`config.mk`:
```
export PLATFORM = sky130hd
export DESIGN_NAME = byte_packer
export DESIGN_NICKNAME = d
export VERILOG_FILES = /design/src/rtl/byte_packer_pkg.sv /design/src/rtl/pack_out_slot.sv /design/src/rtl/byte_packer.sv
export SDC_FILE = /design/constraint.sdc
export NUM_CORES = 1
export LEC_CHECK = 0
export ABC_AREA = 1
export ABC_CLOCK_PERIOD_IN_PS = 4800
export CORE_ASPECT_RATIO = 1.2
export CORE_UTILIZATION = 25
export CTS_BUF_LIST = sky130_fd_sc_hd__clkbuf_2 sky130_fd_sc_hd__clkbuf_4 sky130_fd_sc_hd__clkbuf_8
export CTS_CLUSTER_SIZE = 30
export DETAILED_ROUTE_END_ITERATION = 10
export PLACE_DENSITY_LB_ADDON = 0.08
export SYNTH_ARGS = -nofsm -noshare
export SYNTH_HDL_FRONTEND = slang
export SYNTH_SLANG_ARGS = --single-unit
```
`constraint.sdc`:
```
create_clock -name clk -period 4.8 [get_ports clk]
set_input_delay 0.72 -clock clk [delete_from_list [all_inputs] [get_ports clk]]
set_output_delay 0.72 -clock clk [all_outputs]
set_load 0.01 [all_outputs]
```
`src/rtl/byte_packer_pkg.sv`:
```
// Shared types and helpers for the byte packer: FSM state encoding,
// byte width and the partial-word keep mask.
package byte_packer_pkg;

    localparam int BYTE_W = 8;

    typedef enum logic [1:0] {
        FILL  = 2'd0,
        FULL  = 2'd1,
        FLUSH = 2'd2
    } state_t;

    // Mask with the low cnt bits set; cnt == 8 wraps to all ones.
    function automatic logic [7:0] keep_for_count(input logic [3:0] cnt);
        return (8'd1 << cnt) - 8'd1;
    endfunction

endpackage

```
`src/rtl/pack_out_slot.sv`:
```
// Single-entry output register with valid flag; a load may coincide with
// a drain so the slot can turn over one word per cycle.
module pack_out_slot #(
    parameter int DATA_W = 32,
    parameter int KEEP_W = 4
) (
    input  logic              clk,
    input  logic              rst,
    input  logic              load,
    input  logic [DATA_W-1:0] load_data,
    input  logic [KEEP_W-1:0] load_keep,
    input  logic              out_ready,
    output logic              slot_free,
    output logic              out_valid,
    output logic [DATA_W-1:0] out_data,
    output logic [KEEP_W-1:0] out_keep
);

    logic              valid_q, valid_d;
    logic [DATA_W-1:0] data_q, data_d;
    logic [KEEP_W-1:0] keep_q, keep_d;

    assign slot_free = !valid_q || out_ready;

    always_comb begin
        valid_d = valid_q;
        data_d  = data_q;
        keep_d  = keep_q;
        if (load) begin
            valid_d = 1'b1;
            data_d  = load_data;
            keep_d  = load_keep;
        end else if (out_ready) begin
            valid_d = 1'b0;
        end
    end

    always_ff @(posedge clk) begin
        if (rst) begin
            valid_q <= 1'b0;
            data_q  <= '0;
            keep_q  <= '0;
        end else begin
            valid_q <= valid_d;
            data_q  <= data_d;
            keep_q  <= keep_d;
        end
    end

    assign out_valid = valid_q;
    assign out_data  = data_q;
    assign out_keep  = keep_q;

endmodule

```
`src/rtl/byte_packer.sv`:
```
// Packs BYTES consecutive input bytes little-endian into one output word;
// a flush pulse emits the partial word with a byte-keep mask.
module byte_packer
    import byte_packer_pkg::*;
#(
    parameter int BYTES = 4
) (
    input  logic                    clk,
    input  logic                    rst,
    input  logic                    in_valid,
    output logic                    in_ready,
    input  logic [BYTE_W-1:0]       in_data,
    input  logic                    flush,
    output logic                    out_valid,
    input  logic                    out_ready,
    output logic [BYTE_W*BYTES-1:0] out_data,
    output logic [BYTES-1:0]        out_keep
);

    localparam int WORD_W = BYTE_W * BYTES;

    state_t            state_q, state_d;
    logic [3:0]        count_q, count_d;
    logic [WORD_W-1:0] acc_q, acc_d;

    logic              in_fire;
    logic              slot_free;
    logic              load;
    logic [WORD_W-1:0] load_data;
    logic [BYTES-1:0]  load_keep;
    logic [WORD_W-1:0] acc_new;
    logic [3:0]        cnt_new;

    // in_ready looks only at registered state, never at out_ready.
    assign in_ready = !rst && (state_q == FILL);
    assign in_fire  = in_valid && in_ready;

    always_comb begin
        state_d   = state_q;
        count_d   = count_q;
        acc_d     = acc_q;
        load      = 1'b0;
        load_data = acc_q;
        load_keep = '0;
        acc_new   = acc_q;
        cnt_new   = count_q;
        unique case (state_q)
            FILL: begin
                if (in_fire) begin
                    acc_new = acc_q | (WORD_W'(in_data) << {count_q, 3'b000});
                    cnt_new = count_q + 4'd1;
                end
                if (in_fire && count_q == 4'(BYTES - 1)) begin
                    // A completed word absorbs any flush in the same cycle.
                    if (slot_free) begin
                        load      = 1'b1;
                        load_data = acc_new;
                        load_keep = '1;
                        acc_d     = '0;
                        count_d   = 4'd0;
                    end else begin
                        acc_d   = acc_new;
                        count_d = 4'(BYTES);
                        state_d = FULL;
                    end
                end else begin
                    acc_d   = acc_new;
                    count_d = cnt_new;
                    if (flush && cnt_new != 4'd0) begin
                        state_d = FLUSH;
                    end
                end
            end
            FULL: begin
                if (slot_free) begin
                    load      = 1'b1;
                    load_data = acc_q;
                    load_keep = '1;
                    acc_d     = '0;
                    count_d   = 4'd0;
                    state_d   = FILL;
                end
            end
            FLUSH: begin
                if (slot_free) begin
                    load      = 1'b1;
                    load_data = acc_q;
                    load_keep = BYTES'(keep_for_count(count_q));
                    acc_d     = '0;
                    count_d   = 4'd0;
                    state_d   = FILL;
                end
            end
            default: begin
                state_d = FILL;
                acc_d   = '0;
                count_d = 4'd0;
            end
        endcase
    end

    always_ff @(posedge clk) begin
        if (rst) begin
            state_q <= FILL;
            count_q <= 4'd0;
            acc_q   <= '0;
        end else begin
            state_q <= state_d;
            count_q <= count_d;
            acc_q   <= acc_d;
        end
    end

    pack_out_slot #(
        .DATA_W (WORD_W),
        .KEEP_W (BYTES)
    ) u_slot (
        .clk       (clk),
        .rst       (rst),
        .load      (load),
        .load_data (load_data),
        .load_keep (load_keep),
        .out_ready (out_ready),
        .slot_free (slot_free),
        .out_valid (out_valid),
        .out_data  (out_data),
        .out_keep  (out_keep)
    );

endmodule

```
* After elaboration in Yosys (flattened, before gate mapping)
Index checks and enable logic that the tools add are counted.
Widths: inputs -> output; s select.
** Storage, ports and cells
- Output and inout port bits :: 38
- Register bits :: 75
- Bits of input ports :: 13
** Operators by class
- Add/sub/neg operators :: 2
- Reductions and logical operators :: 12
- Shift-type cells :: 2
- Equality and inequality tests :: 6
- Bitwise logic cells :: 1
- Mux-type cells :: 28
** Operator list (count)
- $mux 32 :: 7
- $pmux 32 s2 :: 1
- $or 32x32->32 :: 1
- $shl 8x7->32 :: 1
- $mux 4 :: 7
- $pmux 4 s3 :: 1
- $mux 2 :: 4
- $pmux 4 s2 :: 1
- $add 4x1->4 const B :: 1
- $eq 4x2->1 const B :: 1
- $logic_and 1x1->1 :: 4
- $mux 1 :: 4
- $pmux 2 s2 :: 1
- $reduce_bool 4->1 :: 1
- $shl 1x4->4 const A :: 1
- $sub 4x1->4 const B :: 1
- $mux 3 :: 1
- $ne 3x1->1 const B :: 1
- $ne 3x3->1 const B :: 1
- $reduce_and 3->1 :: 1
- $eq 2x1->1 const B :: 1
- $eq 2x2->1 const B :: 1
- $logic_not 1->1 :: 2
- $logic_not 2->1 :: 1
- other kinds (5) :: 5

* Logic depth before layout (Yosys ltp)
Gate-level depths: netlist of run 1.
- Word-level depth :: 10
- Mapped depth :: 11
- Mapped depth without buffers :: 11

* Modules after synthesis
A second synthesis of run 1 with hierarchy kept.
** Second synthesis, totals
- Cells, all modules :: 506
- Area, all modules :: 3701.0 um^2
** Modules (own cells, without submodules)
- byte_packer :: cells an instance 346, times used 1, area an instance 2273.4 um^2
- pack_out_slot :: cells an instance 160, times used 1, area an instance 1427.6 um^2

* Least setup slack after synthesis of run 1
No wires, ideal clock.
- Kind :: input port to flip-flop
- Start :: in rst
- End :: reg u_slot.data_q[31] (netlist: u_slot.out_data[31])
- Cell stages on the path :: 10
- Arrival time :: 1732 ps
- Slack :: 2957 ps
- Library setup time :: 112 ps
- Buffers on the path :: 2
- Cell sequence :: inv_2 > nand3_4 > nor2_4 > nand2_2 > o21ai_4 > nand2_4 > buf_6 > buf_6 > nor2_1 > nor2_1
** Between the ends
- Word-level cells in the longest chain between the ends :: 7
- Elaborated cells between the ends (all ways) :: 10
- Those cells by class :: 6 x mux; 4 x reduce/logical
** Ends and longest elaborated chain
- from (decl) :: line byte_packer.sv:9 : input logic rst,
- $logic_not 1->1 :: line byte_packer.sv:35 : assign in_ready = !rst && (state_q == FILL);
- $logic_and 1x1->1 :: line byte_packer.sv:35
- $logic_and 1x1->1 :: line byte_packer.sv:36 : assign in_fire = in_valid && in_ready;
- $mux 32 :: line byte_packer.sv:49 : if (in_fire) begin
- $mux 32 :: line byte_packer.sv:55 : if (slot_free) begin
- $mux 32 :: line byte_packer.sv:53 : if (in_fire && count_q == 4'(BYTES - 1)) begin
- $mux 32
- to (signal assigned) :: line pack_out_slot.sv:45 : data_q <= data_d;
- to (decl) :: line pack_out_slot.sv:20 : logic [DATA_W-1:0] data_q, data_d;
Several ways; a longest one is shown, not always the timed one.
A chain may end at the register's enable or synchronous reset.

* Worst setup path in the final report of run 1
- Start :: in rst
- End :: out in_ready
** Between the ends
- Word-level cells in the longest chain between the ends :: 2
** Ends and longest elaborated chain
- $logic_not 1->1 :: line byte_packer.sv:35
- $logic_and 1x1->1 :: line byte_packer.sv:35
- to (decl) :: line byte_packer.sv:11 : output logic in_ready,
Every way passes these cells.

==> impl_metrics.json, run 1 <==
{
  "outcome": "completed",
  "place_ws_ns": 1.507,
  "cellPowerDensity_nw_per_um2": 310.8,
  "critPathMaxFanout": 44,
  "track_usage": 0.1337,
  "cpMaxStageDelayCell": "clkdlybuf4s50_1",
  "fin_ws_ns": 1.634,
  "total_power_w": 0.001418,
  "dieArea_um2": 15390,
  "path_delay_family": "buffers and inverters",
  "path_cells": "clkdlybuf4s50_1 -> inv_2 -> buf_4 -> nand2_1 -> inv_1 -> clkdlybuf4s50_1",
  "drtAntennaViolNets": 0,
  "finalSetupViolations": 0,
  "num_vias": 3374,
  "post-cts-setup-buffer-count": 0,
  "final_common_cell": "nand2_1",
  "synthDistinctLibCells": 27,
  "path_buf_inv": 5,
  "fin_util": 0.3154,
  "clock-sinks": 75,
  "cp-end-kind": "output pin",
  "dieWidth_um": 113.4,
  "hold_buffers": 0,
  "syn-num-nets": 605,
  "path_clk_slew_ns": 0.08,
  "clkLatencyLatePin_ns": 0.37,
  "num_antenna_cells": 0,
  "drive_above_1_share": 0.05205,
  "final_cell_mix": "167 x nand2_1, 123 x inv_1, 79 x nor2_1",
  "grt.overflow.total": 0,
  "worstSetupStartpointType": "primary input",
  "finClkSkew_ns": 0.009612,
  "fmax_mhz": 315.8,
  "avgSynthCellArea_um2": 6.354,
  "dr_wl_met2_mm": 4.371,
  "clock_path_buffers": 2,
  "drv_slew": 0,
  "slew_headroom": 0.5451,
  "core_region_area_um2": 14470,
  "cts-buffers-inserted": 9,
  "antenna_found_initial": 0,
  "maxCapViolations": 0,
  "drt_first_pass_iters": 4,
  "worstMarginPinSlew_ns": 0.6823,
  "pin_count": 51,
  "die_h_um": 135.7,
  "required_ns": 4.08,
  "syn_inst": 586,
  "crit_top_cell": "clkdlybuf4s50_1",
  "drt-total-wl_mm": 9.438,
  "hold_class": "reg2reg",
  "cts_tree": "built",
  "drt_iter0_drc": 138,
  "timing_hold_violations_final": 0,
  "rows": 48,
  "finalCritPeriodShare": 0.6597,
  "cts_root_buf": "clkbuf_8",
  "crit_type": "in2out",
  "initial_core_util": 0.2573,
  "peakVddDrop_mv": 0.08774,
  "seq_area_frac_synth": 0.4032,
  "grt_pass1_wl_mm": 15.72,
  "drc": 0,
  "synth_top_area_share": 0.4032,
  "synth_area_um2": 3724,
  "avgViaCountPerCell": 4.046,
  "ys_seq_elements": 75,
  "avgRoutedWirePerCell_um": 11.32,
  "critPathMaxStageDelay_ns": 0.55,
  "place_congestion": 0.8024,
  "min_period_ns": 3.166,
  "layout.nets": 648,
  "rsz0062_at_grt": "false",
  "ys_warn_count": 0,
  "htreeDepth": 3,
  "critical_path_arrival_ns": 2.45,
  "wl_met1_mm": 4.491,
  "p_leak_nw": 2.204,
  "wl_met3_um": 362,
  "top_layer": "met4",
  "grt_pass1_vias": 3129,
  "area_growth_pct": 22.58,
  "cts_resized": 0,
  "dp_hpwl_mm": 6.759,
  "synthTopCellsByArea": "dfxtp_1 40%, nand2_1 17%, inv_1 12%, o21ai_0 8.2%, nor2_1 8.0%",
  "yosys.area.top_type": "dfxtp_1",
  "grt_max_degree": 70,
  "io_buffers": 50,
  "finalSetupTns_ns": 0
}
==> Yosys cell counts (all sizes together) <==
| master | count |
|---|---|
| clkbuf | 10 |
| nand4 | 2 |
| a21oi | 7 |
| buf | 12 |
| o21ai | 72 |
| o22ai | 3 |
| nor2 | 86 |
| nand2 | 169 |
| clkinv | 2 |
| nor3 | 2 |
| inv | 124 |
| dfxtp | 75 |
| ha | 6 |
| or2 | 1 |
| o211ai | 2 |
| xnor2 | 1 |
| nand3 | 12 |
==> routing by layer <==
| layer | GRT usage | vias to the layer above |
|---|---|---|
| li1 | - | 1826 |
| met1 | 0.1692 | 1475 |
| met2 | 0.2103 | 55 |
| met3 | 0.03177 | 18 |
| met4 | 0.07091 | 0 |
| met5 | 0 | - |
==> worst register-to-register path, stage by stage (launching register included) <==
cell	delay, ns
dfxtp_1	0.40
inv_1	0.09
ha_1	0.30
nand3_4	0.18
nor2_4	0.06
nand2_2	0.30
buf_4	0.34
o21ai_4	0.14
nand2_4	0.50
o21ai_0	0.21
nor2_1	0.12
==> sequential cells by signal (all words and copies together), names as in the netlist <==
register,count
acc_q,32
u_slot.out_data,32
count_q,4
u_slot.out_keep,4
state_q,2
u_slot.out_valid,1
==> stage by stage <==
| step | instances | cell area [um^2] | hold slack (ns) |
|---|---|---|---|
| finish | 834 | 4564 | 0.4988 |
| global route | 834 | 4564 | 0.5343 |
| CTS | 834 | 4564 | 0.5037 |
| detailed placement | 818 | 4380 | 0.4796 |
| global placement | 818 | 4380 | 0.4919 |
| floorplan | 586 | 3724 | 0.4828 |
==> kinds of logic after synthesis <==
family	share of synthesized area
AOI/OAI and AO/OA	0.1183
adders and majority gates	0.02016
buffers and inverters	0.1603
xor gates and xnor gates	0.002353
DFF	0.4032
and+or+nand+nor	0.2957
==> final timing paths <==
| path | startpoint | endpoint | slack [ns] | depth (start not counted) |
|---|---|---|---|---|
| max | rst | in_ready | 1.63 | 6 |
| min | u_slot.out_keep[1] | u_slot.out_keep[1] | 0.50 | 2 |
| max reg2reg | state_q[0] | u_slot.out_keep[3] | 2.11 | 10 |
| min reg2reg | u_slot.out_keep[1] | u_slot.out_keep[1] | 0.50 | 2 |
==> power by group <==
group	switching, W	internal, W	total, W
logic	0.000149	0.000121	0.000270
clock network	0.000233	0.000232	0.000465
registers	0.0000204	0.000662	0.000683
total	0.000403	0.00102	0.00142
==> cell type report <==
cell class              instances  area (um^2)
flip-flops and latches         75         1501
inverters                     126        473.0
clock inverters                 2        10.01
fillers                      1620         9910
clock buffers                  14        173.9
multi-input cells             363         1625
repair buffers                 54        530.5
well taps                     200        250.2
No activity file was read; power rests on OpenSTA's default activity.
==> run 2, diff against run 1 <==
--- a/config.mk
+++ b/config.mk
@@ -6,7 +6,7 @@
 export NUM_CORES = 1
 export LEC_CHECK = 0
 export ABC_AREA = 1
-export ABC_CLOCK_PERIOD_IN_PS = 4800
+export ABC_CLOCK_PERIOD_IN_PS = 3100
 export CORE_ASPECT_RATIO = 1.2
 export CORE_UTILIZATION = 25
 export CTS_BUF_LIST = sky130_fd_sc_hd__clkbuf_2 sky130_fd_sc_hd__clkbuf_4 sky130_fd_sc_hd__clkbuf_8
==> constraint.sdc (replaced) <==
create_clock -name clk -period 3.1 [get_ports clk]
set_input_delay 0.465 -clock clk [delete_from_list [all_inputs] [get_ports clk]]
set_output_delay 0.465 -clock clk [all_outputs]
set_load 0.01 [all_outputs]
==> impl_metrics.json, run 2 (synthesis results as in run 1) <==
{
  "outcome": "completed",
  "fill_cells": 1611,
  "cts_resized": 0,
  "drtAntennaViolNets": 0,
  "drt_iter0_drc": 110,
  "r2r_end": "u_slot.out_data[24]",
  "critPathMaxStageDelay_ns": 0.54,
  "reg2regPathDepth": 10,
  "dieArea_um2": 15390,
  "grt_pass1_wl_mm": 15.92,
  "finalCritPeriodShare": 0.8089,
  "p_comb_frac": 0.187,
  "cpMaxStageDelayCell": "clkdlybuf4s50_1",
  "antenna_found_initial": 0,
  "cellPowerDensity_nw_per_um2": 494.8,
  "final_common_cell": "nand2_1",
  "timing_hold_violations_final": 0,
  "p_sw_w": 0.0006445,
  "drt_first_pass_iters": 6,
  "finalSetupViolations": 0,
  "io_buffers": 50,
  "dr_wl_met2_mm": 4.515,
  "cts-buffers-inserted": 9,
  "num_vias": 3344,
  "crit_top_cell": "clkdlybuf4s50_1",
  "grt_max_degree": 41,
  "track_usage": 0.1342,
  "min_path_cells": 2,
  "avgRoutedWirePerCell_um": 11.53,
  "rsz0062_at_grt": "false",
  "final_cell_mix": "167 x nand2_1, 123 x inv_1, 79 x nor2_1",
  "path_clk_slew_ns": 0.07,
  "total_power_w": 0.002288,
  "peakVddDrop_mv": 0.1487,
  "maxCapViolations": 0,
  "top_layer": "met4",
  "htreeDepth": 3,
  "swShare": 0.2817,
  "wl_met1_mm": 4.701,
  "hold_start": "u_slot.out_keep[0]",
  "rows": 48,
  "clock_path_buffers": 2,
  "p_leak_nw": 2.233,
  "avgViaCountPerCell": 3.995,
  "wl_met3_um": 236,
  "p_seq_frac": 0.463,
  "num_antenna_cells": 0,
  "die_h_um": 135.7,
  "path_cells": "clkdlybuf4s50_1 -> inv_2 -> buf_4 -> nand2_1 -> inv_1 -> clkdlybuf4s50_1",
  "post-cts-setup-buffer-count": 0,
  "drt-total-wl_mm": 9.651,
  "r2r_start": "state_q[0]",
  "fin_util": 0.3194,
  "pin_count": 51,
  "dp_hpwl_mm": 7.133,
  "core_region_area_um2": 14470,
  "initial_core_util": 0.2573,
  "reg2reg_slack_ns": 0.83,
  "place_congestion": 0.7769,
  "cp-end-kind": "output pin",
  "grt_pass1_vias": 3127,
  "clkLatencyLatePin_ns": 0.35,
  "cts_tree": "built",
  "hold_buffers": 0,
  "internal-power_w": 0.001643,
  "finClkSkew_ns": 0.007414,
  "min_period_ns": 2.507,
  "drc": 0,
  "slew_headroom": 0.7378,
  "hold_class": "reg2reg",
  "worstMarginPinSlew_ns": 0.3928,
  "crit_type": "in2out",
  "dieWidth_um": 113.4,
  "finalSetupTns_ns": 0,
  "hold_end": "u_slot.out_keep[0]",
  "drive_above_1_share": 0.05651,
  "required_ns": 2.63,
  "fmax_mhz": 398.8,
  "layout.nets": 651,
  "worstSetupStartpointType": "primary input",
  "grt.overflow.total": 0,
  "clock-sinks": 75,
  "critical_path_arrival_ns": 2.04,
  "drv_slew": 0,
  "area_growth_pct": 24.16,
  "clockPowerShare": 0.350,
  "cts_root_buf": "clkbuf_8",
  "critPathMaxFanout": 27
}
-- run 2: cell types whose count changed in the layout (fill, tap and decap cells not counted) --
cell and change:
buf_12 +1, buf_4 +2, bufinv_16 +1, clkbuf_4 -2, clkinv_4 +1
-- run 2: per-stage QoR --
step	setup WS [ns]	instances	area, um^2	hold WS [ns]
floorplan	1.436	586	3724	0.4828
global placement	0.5376	821	4415	0.4917
detailed placement	0.5144	821	4415	0.4988
CTS	0.5636	837	4623	0.5195
global route	0.4619	837	4623	0.5432
finish	0.5925	837	4623	0.5112
-- run 2: how the worst max path moves through the flow --
stage	start	cells past startpoint	endpoint	slack (ns)
5_1_grt	rst	6	in_ready	0.46
3_5_place_dp	out_ready	10	u_slot.out_data[11]	0.51
3_3_place_gp	rst	6	in_ready	0.54
6_report	rst	6	in_ready	0.59
2_1_floorplan	state_q[0]	11	u_slot.out_data[31]	1.44
4_1_cts	rst	6	in_ready	0.56
-- run 2: metal layers --
layer | GRT usage | vias up
met5 | 0 | -
met4 | 0.06360 | 0
met3 | 0.01924 | 12
met2 | 0.2253 | 46
met1 | 0.1690 | 1457
li1 | - | 1829
-- run 2: area by class of cell --
type                       count  area [um^2]  area share
multi-input combinational    363         1625      0.3516
clock buffer                  12        158.9     0.03437
timing repair buffer          57        565.5      0.1223
inverter                     126        473.0      0.1023
tap                          200        250.2     0.05413
sequential                    75         1501      0.3248
clock inverter                 4        48.80     0.01055
-- run 2: power by group through the flow --
stage               clock network, W  registers (W)  logic, W
floorplan                          0        0.00110  0.000239
finish                      0.000801        0.00106  0.000428
global placement                   0        0.00108  0.000433
global route                0.000881        0.00107  0.000490
CTS                         0.000836        0.00106  0.000437
detailed placement                 0        0.00108  0.000435
-- run 2: worst max-delay path: cells and delay by family --
family	cells	cell delay (ns)
buffers and inverters	5	1.48
and+or+nand+nor	1	0.08
